<file path="config.mk">
export PLATFORM = sky130hd
export DESIGN_NAME = lsu_flat
export DESIGN_NICKNAME = d
export VERILOG_FILES = /design/src/rtl/lsu_pkg.sv /design/src/rtl/lsu_if.sv /design/src/rtl/lsu_mem_align.sv /design/src/rtl/lsu.sv /design/src/flat_wrapper.sv
export SDC_FILE = /design/constraint.sdc
export NUM_CORES = 1
export LEC_CHECK = 0
export ABC_AREA = 1
export ABC_CLOCK_PERIOD_IN_PS = 3500
export BUFFER_PORTS_ARGS = -buffer_cell sky130_fd_sc_hd__buf_2
export CAP_MARGIN = 20
export CORE_UTILIZATION = 53
export CTS_CLUSTER_SIZE = 12
export DETAILED_ROUTE_END_ITERATION = 16
export HOLD_SLACK_MARGIN = 0.02
export PLACE_DENSITY = 0.93
export REMOVE_ABC_BUFFERS = 1
export SYNTH_ARGS = -nofsm -noshare
export SYNTH_HDL_FRONTEND = slang
export SYNTH_HIERARCHICAL = 1
export SYNTH_SLANG_ARGS = --single-unit
</file>
<file path="constraint.sdc">
create_clock -name clk_i -period 3.5 [get_ports clk_i]
set_clock_uncertainty 0.05 [all_clocks]
set_input_delay 0.875 -clock clk_i [delete_from_list [all_inputs] [get_ports clk_i]]
set_output_delay 0.875 -clock clk_i [all_outputs]
set_load 0.02 [all_outputs]
</file>
<file path="src/rtl/lsu_pkg.sv">
// Load/store unit shared definitions.
//   - lane geometry of the 32-bit data bus (NUM_LANES byte lanes of VEC_W bits)
//   - memory access size encoding used by the decoder (acc_r/acc_w)
//   - LSU FSM state encoding
//   - latched request record
package lsu_pkg;

  localparam int NUM_LANES = 4;
  localparam int VEC_W     = 8;
  localparam int XLEN      = NUM_LANES * VEC_W;

  typedef enum logic [1:0] {
    MEM_ACC_NONE = 2'b00,
    MEM_ACC_B    = 2'b01,
    MEM_ACC_H    = 2'b10,
    MEM_ACC_W    = 2'b11
  } mem_acc_e;

  typedef enum logic [1:0] {
    LSU_ST_IDLE = 2'b00,
    LSU_ST_REQ  = 2'b01,
    LSU_ST_RSP  = 2'b10,
    LSU_ST_DONE = 2'b11
  } lsu_st_e;

  // One data-bus lane per byte.
  typedef logic [NUM_LANES-1:0][VEC_W-1:0] lanes_t;

  // Request captured at accept; held for the whole access.
  typedef struct packed {
    logic [XLEN-1:0] addr;
    mem_acc_e        size;
    logic            we;
    logic            sext;
  } lsu_req_t;

endpackage

</file>
<file path="src/rtl/lsu_if.sv">
// Simple req/gnt/rvalid data bus.
//   master (LSU side): drives req, we, addr (word aligned), be, wdata;
//                      receives gnt, rvalid, rdata.
//   slave  (memory side): the mirror image.
interface lsu_if;
  import lsu_pkg::*;

  logic                 req;
  logic                 we;
  logic [XLEN-1:0]      addr;
  logic [NUM_LANES-1:0] be;
  logic [XLEN-1:0]      wdata;
  logic                 gnt;
  logic                 rvalid;
  logic [XLEN-1:0]      rdata;

  modport master (output req, we, addr, be, wdata, input gnt, rvalid, rdata);
  modport slave  (input req, we, addr, be, wdata, output gnt, rvalid, rdata);

endinterface

</file>
<file path="src/rtl/lsu_mem_align.sv">
// Combinational access aligner for the LSU.
//   size, ofs  : access size and byte offset (addr[1:0])
//   sext       : sign-extend the load result
//   wdata      : raw store data (rs2)
//   rdata      : raw bus read word
//   be         : byte enables for the access
//   wlanes     : store data replicated onto every lane it may land on
//   rext       : selected, extended load result
//   misal      : half on odd address or word on non-word address
module lsu_mem_align
  import lsu_pkg::*;
(
  input  mem_acc_e             size,
  input  logic [1:0]           ofs,
  input  logic                 sext,
  input  logic [XLEN-1:0]      wdata,
  input  logic [XLEN-1:0]      rdata,
  output logic [NUM_LANES-1:0] be,
  output lanes_t               wlanes,
  output logic [XLEN-1:0]      rext,
  output logic                 misal
);

  lanes_t wsrc;
  assign wsrc = wdata;

  // Per lane: enable when the access covers it, and pick the source byte.
  // Byte stores feed lane 0 everywhere, half stores alternate lanes 0/1.
  for (genvar i = 0; i < NUM_LANES; i++) begin : g_lane
    logic             be_l;
    logic [VEC_W-1:0] wl_l;

    always_comb begin
      be_l = 1'b0;
      wl_l = wsrc[i];
      case (size)
        MEM_ACC_B: begin
          be_l = (ofs == 2'(i));
          wl_l = wsrc[0];
        end
        MEM_ACC_H: begin
          be_l = (ofs[1] == 1'(i / 2));
          wl_l = wsrc[i % 2];
        end
        MEM_ACC_W: be_l = 1'b1;
        default: ;
      endcase
    end

    assign be[i]     = be_l;
    assign wlanes[i] = wl_l;
  end

  // Load: bring the addressed lane down to bit 0, then extend.
  logic [XLEN-1:0] sh;

  always_comb begin
    sh   = rdata >> {ofs, 3'b000};
    rext = sh;
    case (size)
      MEM_ACC_B: rext = {{(XLEN-VEC_W){sext & sh[VEC_W-1]}}, sh[VEC_W-1:0]};
      MEM_ACC_H: rext = {{(XLEN-2*VEC_W){sext & sh[2*VEC_W-1]}}, sh[2*VEC_W-1:0]};
      default: ;
    endcase
  end

  assign misal = ((size == MEM_ACC_H) && ofs[0]) ||
                 ((size == MEM_ACC_W) && (ofs != 2'b00));

endmodule

</file>
<file path="src/rtl/lsu.sv">
// Load/store unit. Runs one memory access per decoder request on the
// req/gnt/rvalid bus and pulses ready_o to release the PC stall.
//   clk_i, rstn_i        : clock, async active-low reset
//   acc_r_i / acc_w_i    : load / store size (none, byte, half, word)
//   wr_en_i              : store request (needs acc_w_i != 0)
//   sext_i               : sign-extend load result
//   addr_i, wdata_i      : byte address, store data
//   ready_o              : one-cycle completion pulse
//   err_o                : misaligned or timed out, only with ready_o
//   rdata_o              : load result, held until the next accept
//   bus                  : data bus master port
// BUS_TIMEOUT bounds the cycles spent in REQ+RSP (0 = no limit, values
// above 65536 are truncated to the 16-bit counter).
module lsu
  import lsu_pkg::*;
#(
  parameter int BUS_TIMEOUT = 255
) (
  input  logic            clk_i,
  input  logic            rstn_i,
  input  logic [1:0]      acc_r_i,
  input  logic [1:0]      acc_w_i,
  input  logic            wr_en_i,
  input  logic            sext_i,
  input  logic [XLEN-1:0] addr_i,
  input  logic [XLEN-1:0] wdata_i,
  output logic            ready_o,
  output logic            err_o,
  output logic [XLEN-1:0] rdata_o,
  lsu_if.master           bus
);

  localparam int            CW      = 16;
  localparam logic [CW-1:0] TMO_LIM = CW'((BUS_TIMEOUT > 0) ? BUS_TIMEOUT - 1 : 0);

  lsu_st_e              st_q, st_d;
  lsu_req_t             req_q, req_d;
  logic [NUM_LANES-1:0] be_q;
  lanes_t               wd_q;
  logic [XLEN-1:0]      rdata_q;
  logic                 err_q;
  logic [CW-1:0]        cnt_q;

  logic                 is_st, is_ld, acc, tmo;
  mem_acc_e             a_size;
  logic [1:0]           a_ofs;
  logic                 a_sext;
  logic [NUM_LANES-1:0] a_be;
  lanes_t               a_wl;
  logic [XLEN-1:0]      a_rext;
  logic                 a_mis;

  // Request decode: a valid store overrides a simultaneous load.
  assign is_st = wr_en_i && (acc_w_i != 2'b00);
  assign is_ld = (acc_r_i != 2'b00);
  assign acc   = (st_q == LSU_ST_IDLE) && (is_st || is_ld);

  always_comb begin
    req_d.addr = addr_i;
    req_d.we   = is_st;
    req_d.sext = sext_i;
    req_d.size = is_st ? mem_acc_e'(acc_w_i) : mem_acc_e'(acc_r_i);
  end

  // One aligner serves both ends of the access: in IDLE it sees the live
  // request (enables, store lanes, misalign); afterwards the latched one
  // (load extract).
  assign a_size = (st_q == LSU_ST_IDLE) ? req_d.size      : req_q.size;
  assign a_ofs  = (st_q == LSU_ST_IDLE) ? addr_i[1:0]     : req_q.addr[1:0];
  assign a_sext = (st_q == LSU_ST_IDLE) ? sext_i          : req_q.sext;

  lsu_mem_align u_align (
    .size   (a_size),
    .ofs    (a_ofs),
    .sext   (a_sext),
    .wdata  (wdata_i),
    .rdata  (bus.rdata),
    .be     (a_be),
    .wlanes (a_wl),
    .rext   (a_rext),
    .misal  (a_mis)
  );

  // cnt_q counts completed REQ/RSP cycles, so this is the last allowed one.
  assign tmo = (BUS_TIMEOUT != 0) && (cnt_q >= TMO_LIM);

  always_ff @(posedge clk_i or negedge rstn_i) begin
    if (!rstn_i) st_q <= LSU_ST_IDLE;
    else         st_q <= st_d;
  end

  // A real grant/rvalid in the final allowed cycle still completes normally.
  always_comb begin
    st_d = st_q;
    case (st_q)
      LSU_ST_IDLE: if (is_st || is_ld) st_d = a_mis ? LSU_ST_DONE : LSU_ST_REQ;
      LSU_ST_REQ: begin
        if (bus.gnt)  st_d = req_q.we ? LSU_ST_DONE : LSU_ST_RSP;
        else if (tmo) st_d = LSU_ST_DONE;
      end
      LSU_ST_RSP:  if (bus.rvalid || tmo) st_d = LSU_ST_DONE;
      LSU_ST_DONE: st_d = LSU_ST_IDLE;
      default:     st_d = LSU_ST_IDLE;
    endcase
  end

  always_ff @(posedge clk_i or negedge rstn_i) begin
    if (!rstn_i) begin
      req_q   <= '0;
      be_q    <= '0;
      wd_q    <= '0;
      rdata_q <= '0;
      err_q   <= 1'b0;
      cnt_q   <= '0;
    end else begin
      cnt_q <= '0;
      if (acc) begin
        req_q <= req_d;
        be_q  <= a_be;
        wd_q  <= a_wl;
        err_q <= a_mis;
        if (a_mis) rdata_q <= '0;
      end
      if ((st_q == LSU_ST_REQ) || (st_q == LSU_ST_RSP)) begin
        if (BUS_TIMEOUT != 0) cnt_q <= cnt_q + CW'(1);
      end
      if ((st_q == LSU_ST_REQ) && !bus.gnt && tmo) begin
        err_q   <= 1'b1;
        rdata_q <= '0;
      end
      if (st_q == LSU_ST_RSP) begin
        if (bus.rvalid) begin
          rdata_q <= a_rext;
        end else if (tmo) begin
          err_q   <= 1'b1;
          rdata_q <= '0;
        end
      end
    end
  end

  assign ready_o   = (st_q == LSU_ST_DONE);
  assign err_o     = ready_o & err_q;
  assign rdata_o   = rdata_q;

  assign bus.req   = (st_q == LSU_ST_REQ);
  assign bus.we    = req_q.we;
  assign bus.addr  = {req_q.addr[XLEN-1:2], 2'b00};
  assign bus.be    = be_q;
  assign bus.wdata = wd_q;

endmodule
</file>
<file path="src/flat_wrapper.sv">
// flat-port wrapper written by rule: the top's interface ports become plain ports
module lsu_flat import lsu_pkg::*;
#(
  parameter int BUS_TIMEOUT = 255
)
  (clk_i, rstn_i, acc_r_i, acc_w_i, wr_en_i, sext_i, addr_i, wdata_i, ready_o, err_o, rdata_o, bus_req, bus_we, bus_addr, bus_be, bus_wdata, bus_gnt, bus_rvalid, bus_rdata);
  lsu_if bus_i ();
  input  logic clk_i;
  input  logic rstn_i;
  input  logic [1:0] acc_r_i;
  input  logic [1:0] acc_w_i;
  input  logic wr_en_i;
  input  logic sext_i;
  input  logic [XLEN-1:0] addr_i;
  input  logic [XLEN-1:0] wdata_i;
  output logic ready_o;
  output logic err_o;
  output logic [XLEN-1:0] rdata_o;
  output wire logic [$bits(bus_i.req)-1:0] bus_req;
  output wire logic [$bits(bus_i.we)-1:0] bus_we;
  output wire logic [$bits(bus_i.addr)-1:0] bus_addr;
  output wire logic [$bits(bus_i.be)-1:0] bus_be;
  output wire logic [$bits(bus_i.wdata)-1:0] bus_wdata;
  input wire logic [$bits(bus_i.gnt)-1:0] bus_gnt;
  input wire logic [$bits(bus_i.rvalid)-1:0] bus_rvalid;
  input wire logic [$bits(bus_i.rdata)-1:0] bus_rdata;
  assign bus_req = bus_i.req;
  assign bus_we = bus_i.we;
  assign bus_addr = bus_i.addr;
  assign bus_be = bus_i.be;
  assign bus_wdata = bus_i.wdata;
  assign bus_i.gnt = bus_gnt;
  assign bus_i.rvalid = bus_rvalid;
  assign bus_i.rdata = bus_rdata;
  lsu #(.BUS_TIMEOUT(BUS_TIMEOUT)) u_core (.clk_i(clk_i), .rstn_i(rstn_i), .acc_r_i(acc_r_i), .acc_w_i(acc_w_i), .wr_en_i(wr_en_i), .sext_i(sext_i), .addr_i(addr_i), .wdata_i(wdata_i), .ready_o(ready_o), .err_o(err_o), .rdata_o(rdata_o), .bus(bus_i));
endmodule
</file>
==> summary.md, run 1 <==
| Metric | Value |
|---|---|
| Status | `finished clean` |
| Ys async rst share | `1.00` |
| Initial Util | `0.541` |
| Layout Cells excl Fill | `approximately 1300` |
| Register area | `3080 um^2` |
| Max Buffers Root-to-Sink | `2` |
| Critical Path Stages | `13` |
| Final hold vios | `0` |
| Vias in the first global route | `6549` |
| Ant. Diodes | `0` |
| Slowest-stage cell, CP | `dfrtp_1` |
| Die area | `13900 um^2` |
| Total track usage | `0.284` |
| Filler cells | `1115` |
| First-pass GRT wire length | `31200 um` |
| Ratio of cells with drive above 1 in the final layout | `0.284` |
| Final setup vio count | `0` |
| Worst VDD drop | `just over 0.8 mV` |
| RSZ-0062 raised after global routing | `false` |
| GR Overflow Total | `0` |
| Post-DR vias/cell | `5.13` |
| Clock Pin Slew Worst Setup and Hold Paths | `60 ps` |
| Synth-to-layout area growth | `20.7%` |
| Commonest cells post-synth | `438 x nand2_1, 123 x dfrtp_1, 63 x nand3_1` |
| CP Cell Sequence | `inv_1, ha_1, o211ai_1, o21ai_0, inv_1, ha_1, inv_1, nor3_1, nand2_1, buf_4, nand3_1, nand2_1, nand2_2` |
| Syn Area/Cell | `approximately 7.2 um^2` |
| Port bufs | `207` |
| Ys Warns | `6` |
| Largest net degree at the start of global routing | `75` |
| I/O pin count | `210` |
| Die Width | `118 um` |
| EDFF count, synth | `0` |
| Setup crit start kind | `register` |
| CTS tree | `yes` |
| Synth Instances | `roughly 990` |
| Most common cell in the netlist | `nand2_1` |
| NumNets Final | `1260` |
| Resized cells post-CTS | `0` |
| Yosys cell types | `38` |
| Critical path class | `reg -> reg` |
| Post-synthesis sequential area ratio | `0.431` |
| H-Tree Depth | `4` |
| Area leader, netlist | `dfrtp_1` |
| Detailed Route Iter0 Violations | `680` |
| Pin slew with the least headroom to its limit | `771 ps` |
| R2r startpoint | `u_core/st_q[0]` |
| Top_reg_cell synth | `dfrtp_1` |
| WP data required | `3800 ps` |
| Max Cap Violations | `0` |
| Final Max Slew Viols | `0` |
| Fin crit share | `0.876` |
| RD Place Congestion | `0.877` |
| Most frequent CP cell | `inv_1` |
| Die Height | `about 120 um` |
| Core area | `13200 um^2` |
| Dpl cells | `1300` |
| Vias after detailed routing | `6842` |
| Arrival time worst endpoint | `3370 ps` |
| Hold/Removal Path Class | `in -> async` |
| Multi-input gate area | `3220 um^2` |
| Fin Hold WS | `226 ps` |
| Wirelength per Cell | `14.1 um` |
| Num CTS Buffers | `17` |
| Worst-Skew Late Latency | `410 ps` |
| Max frequency | `326 MHz` |
| Final core occ | `0.653` |
| Top delay family on crit path | `simple AND/OR/NAND/NOR gates` |
| Yosys top cell area share | `0.431` |
| CTS Root Cell | `clkbuf_16` |
| Detailed-route DRC error count | `0` |
| Synth area leaders | `dfrtp_1 43%, nand2_1 23%, buf_4 5.8%` |
| Crit-path max cell delay | `410 ps` |
| Worst reg-to-reg setup slack | `430 ps` |
| Post-route ant nets | `0` |
| Initial antenna violation count | `0` |
| Post-route minimum period | `3070 ps` |
| Leak Pwr | `roughly 0.0049 uW` |
| Cell area after synthesis | `7140 um^2` |
| Slew HR | `0.483` |
| Worst path bufs/invs | `4` |
| Area after DPL | `7960 um^2` |
| Crit Path Max Fanout | `13` |
| PwrDens | `1080 nW/um^2` |
| Routed WL | `18800 um` |
| CTS Hold Bufs | `0` |
| Rows | `between 40 and 50` |
| Worst reg-to-reg path cell count | `13` |
| Drt pass-1 iters | `8` |
| CTS sink count | `123` |
| Post-CTS Repair Setup Buffers | `0` |
| Final Instance Area | `~8600 um^2` |
| Flop and latch count out of synthesis | `123` |
| Worst Setup End Kind | `register` |
| Critical Path Source | `u_core/st_q[0]` |
| Post-DP HPWL | `between 10000 and 15000 um` |
-- through the flow --
stage          TNS [ps]  total power [uW]  worst slack, ps
6_report              0              9270              434
5_1_grt               0             10000             62.3
4_1_cts               0              9250              459
3_5_place_dp          0              7330              196
3_3_place_gp          0              7200              273
2_1_floorplan     -9020              5650             -340
-- worst register-to-register path, delay by kind of cell (launching register included) --
family / cells / cell delay (ps)
and+or+nand+nor: 5 / 740
adders and majority gates: 2 / 730
buffers and inverters: 4 / 670
DFF: 1 / 410
AOI/OAI and AO/OA: 2 / 400
-- logic make-up after synthesis --
logic type,share of synthesized area
buffers and inverters,0.119
XOR/XNOR,0.00245
AO/OA/AOI/OAI,0.0520
adder cells (fa/ha/maj),0.0175
other,0.000525
flip-flops,0.431
AND/OR/NAND/NOR,0.377
-- layout by cell type (no fill, tap or decap), drive strengths merged, types with 2 or more instances in the layout --
cell      Yosys  layout
buf          74     225
conb          1       2
a31oi         8       8
nor3         10      10
a22oi         7       7
clkinv        2       9
inv          65      65
nor2         69      69
ha           10      10
clkbuf       13      18
a21oi        17      17
o21ai        21      21
clkinvlp      0       3
or2           3       3
bufinv        0       4
nand3        63      63
nand2       489     489
a21boi        5       5
o211ai        2       2
dfrtp       123     123
-- sequential cells by signal, indices dropped and copies added (netlist names) --
signal / count
u_core/bus.wdata: 32
u_core/bus.be: 4
u_core/err_q: 1
u_core/cnt_q: 16
u_core/bus.addr: 30
u_core/bus.we: 1
u_core/rdata_o: 32
u_core/req_q: 5
u_core/st_q: 2
-- layer usage --
layer | track usage | vias to the layer above | wire length (um)
met1 | 0.349 | 3145 | 7450
li1 | - | 3315 | -
met3 | 0.0707 | 45 | 1640
met4 | 0.131 | 0 | 454
met2 | 0.470 | 337 | 9270
met5 | 0 | - | 0
-- area by class of cell --
type,instances,share of cell area
Tap cell,176,0.0256
Clock buffer,18,0.0510
Clock inverter,14,0.0228
Sequential cell,123,0.357
Inverter,67,0.0295
Timing Repair Buffer,225,0.141
Multi-Input combinational cell,710,0.374
-- power by group --
part / internal, uW / switching [uW]
registers: 2010 / 318
logic: 1650 / 3420
clock network: 1210 / 659
total: 4870 / 4400
-- path summary, 6_finish.rpt --
check | to
max in group asynchronous | u_core/rdata_o[20]
max | u_core/rdata_o[20]
max reg2reg | u_core/rdata_o[20]
min | u_core/bus.addr[14]
min reg2reg | u_core/cnt_q[0]
min in group clk_i | u_core/cnt_q[0]
Note: power is estimated with default switching activity, not from simulation.
==> run 2: changes to the inputs <==
Settings changed: PLACE_DENSITY 0.93 to 0.8.
==> run 2 against run 1 <==
Sequential cell count unchanged. Clock power grew 6%. Cell area is 0.29% higher. Register-to-register slack is essentially flat. Sequential share of layout area fell by 0.10 points. Critical path type unchanged. Critical endpoint is now u_core/rdata_o[17]. Highest routed layer unchanged.
==> summary.md, run 2 (synthesis results as in run 1) <==
| Metric | Value |
|---|---|
| Leak Pwr | `0.00495 uW (was 0.00494 uW)` |
| Total Neg Setup Slack | `0 ps (unchanged)` |
| Detailed Route Iter0 Violations | `645 (was 680)` |
| Fin crit share | `0.878 (was 0.876)` |
| Vias in the first global route | `6466 (was 6549)` |
| Post-route minimum period | `3070 ps (about the same)` |
| PwrDens | `1080 nW/um^2 (about the same)` |
| Die Width | `118 um (unchanged)` |
| Rows | `42 (unchanged)` |
| Worst-Skew Late Latency | `410 ps (about the same)` |
| Post-DR vias/cell | `5.09 (was 5.13)` |
| Final Max Slew Viols | `0 (unchanged)` |
| Largest net degree at the start of global routing | `75 (unchanged)` |
| Post-CTS Repair Setup Buffers | `0 (unchanged)` |
| Critical path class | `reg -> reg (unchanged)` |
| Arrival time worst endpoint | `3320 ps (was 3370 ps)` |
| Initial antenna violation count | `1 (was 0)` |
| CTS tree | `yes (unchanged)` |
| Worst reg-to-reg path cell count | `13 (unchanged)` |
| Slew HR | `0.438 (was 0.483)` |
| Setup crit end | `u_core/rdata_o[17] (was u_core/rdata_o[20])` |
| First-pass GRT wire length | `31000 um (was 31200 um)` |
| Max frequency | `326 MHz (about the same)` |
| Die Height | `118 um (unchanged)` |
| RD Place Congestion | `0.875 (was 0.877)` |
| Post-route ant nets | `0 (unchanged)` |
| I/O pin count | `210 (unchanged)` |
| Most frequent cells in the layout | `438 x nand2_1, 206 x buf_2, 123 x dfrtp_1, 63 x nand3_1 (unchanged)` |
| GR Overflow Total | `0 (unchanged)` |
| Hold/Removal Path Class | `reg -> reg (was in -> async)` |
| Wirelength per Cell | `14.3 um (was 14.1 um)` |
| H-Tree Depth | `4 (unchanged)` |
| Setup crit start kind | `register (unchanged)` |
| Detailed-route DRC error count | `0 (unchanged)` |
| Worst reg-to-reg setup slack | `430 ps (about the same)` |
| Fin Hold WS | `415 ps (was 226 ps)` |
| WP data required | `3750 ps (was 3800 ps)` |
| RSZ-0062 raised after global routing | `false (unchanged)` |
| Crit Path Max Fanout | `13 (unchanged)` |
| Initial Util | `0.541 (unchanged)` |
| Worst Setup End Kind | `register (unchanged)` |
| CTS Hold Bufs | `0 (unchanged)` |
| Critical Path Source | `u_core/st_q[0] (unchanged)` |
| CTS sink count | `123 (unchanged)` |
| Status | `finished clean (unchanged)` |
| Gr busiest metal | `met2 (unchanged)` |
| NumNets Final | `1259 (was 1260)` |
| Final setup vio count | `0 (unchanged)` |
| Port bufs | `207 (unchanged)` |
| Pin slew with the least headroom to its limit | `837 ps (was 771 ps)` |
| Num CTS Buffers | `17 (unchanged)` |
| R2r startpoint | `u_core/st_q[0] (unchanged)` |
| GR Layer Usage met1 | `0.352 (was 0.349)` |
| Post-DP HPWL | `12800 um (about the same)` |
| Filler cells | `1132 (was 1115)` |
| Clock Pin Slew Worst Setup and Hold Paths | `50 ps (was 60 ps)` |
| Drt pass-1 iters | `5 (was 8)` |
| Die area | `13900 um^2 (unchanged)` |
| Met3 GRT Util | `0.0756 (was 0.0707)` |
| Worst VDD drop | `0.508 mV (was 0.805 mV)` |
| Max Cap Violations | `0 (unchanged)` |
| R2r endpoint | `u_core/rdata_o[17] (was u_core/rdata_o[20])` |
| Commonest non-fill, non-tap cell in the layout | `nand2_1 (unchanged)` |
| Max Buffers Root-to-Sink | `2 (unchanged)` |
| Core area | `13200 um^2 (unchanged)` |
| Routed WL | `19000 um (was 18800 um)` |
| Final hold vios | `0 (unchanged)` |
| M2 GR Usage | `0.452 (was 0.470)` |
| Vias after detailed routing | `6786 (was 6842)` |
| Total track usage | `0.282 (was 0.284)` |
| CTS Root Cell | `clkbuf_16 (unchanged)` |
| Synth-to-layout area growth | `21.0% (was 20.7%)` |
| Ratio of cells with drive above 1 in the final layout | `0.282 (was 0.284)` |
| Resized cells post-CTS | `0 (unchanged)` |
-- run 2: cell count changes in the layout (fill, tap and decap cells not counted), sizes merged --
cell,delta
buf,-1
clkinv,-3
clkinvlp,-1
bufinv,+2
clkbuf,+2
diode,+1
-- run 2: routing by layer --
metal,vias to the layer above,share of wire
met5,-,0
met2,341,0.48
met4,0,0.032
li1,3316,-
met1,3084,0.41
met3,45,0.078
-- run 2: worst max-delay path: stages, from the launching register on --
cell      delay, ps
dfrtp_1         410
inv_1           120
ha_1            350
o211ai_1        160
o21ai_0         200
inv_1           150
ha_1            360
inv_1           220
nor3_1           70
nand2_1         320
buf_4           280
nand3_1          90
nand2_1         110
nand2_2          70
-- run 2: area by class of cell --
class | instances | area, um^2 | share of cell area
Clock buffer | 20 | 447 | 0.0517
Sequential cell | 123 | 3080 | 0.356
Clock inverter | 12 | 219 | 0.0253
Inverter | 67 | 254 | 0.0294
Antenna cell | 1 | 2.50 | 0.000290
Multi-Input combinational cell | 710 | 3220 | 0.372
Timing Repair Buffer | 224 | 1200 | 0.139
Tap cell | 176 | 220 | 0.0255
-- run 2: stage by stage --
stage | cell area, um^2 | util | total power (uW) | std cells | setup WS, ps
detailed placement | 7960 | 0.603 | 7310 | 1299 | 155
global placement | 7960 | 0.603 | 7180 | 1299 | 278
finish | 8640 | 0.655 | 9340 | 1333 | 428
floorplan | 6550 | - | 5650 | 900 | -340
global route | 8640 | 0.655 | 10100 | 1333 | 201
CTS | 8620 | 0.654 | 9350 | 1331 | 492
-- run 2: how the worst min path moves through the flow --
stage                          from               to  slack, ps  depth (start not counted)
floorplan           u_core/cnt_q[0]  u_core/cnt_q[0]        380                          1
global placement    u_core/cnt_q[0]  u_core/cnt_q[0]        400                          1
detailed placement  u_core/cnt_q[0]  u_core/cnt_q[0]        400                          1
CTS                 u_core/cnt_q[0]  u_core/cnt_q[0]        410                          1
global route        u_core/cnt_q[0]  u_core/cnt_q[0]        420                          1
finish              u_core/cnt_q[0]  u_core/cnt_q[0]        410                          1
-- run 2: where the power goes --
group	internal, uW	switching [uW]
combinational	1620	3400
clock	1350	630
sequential	2010	323
total	4980	4360
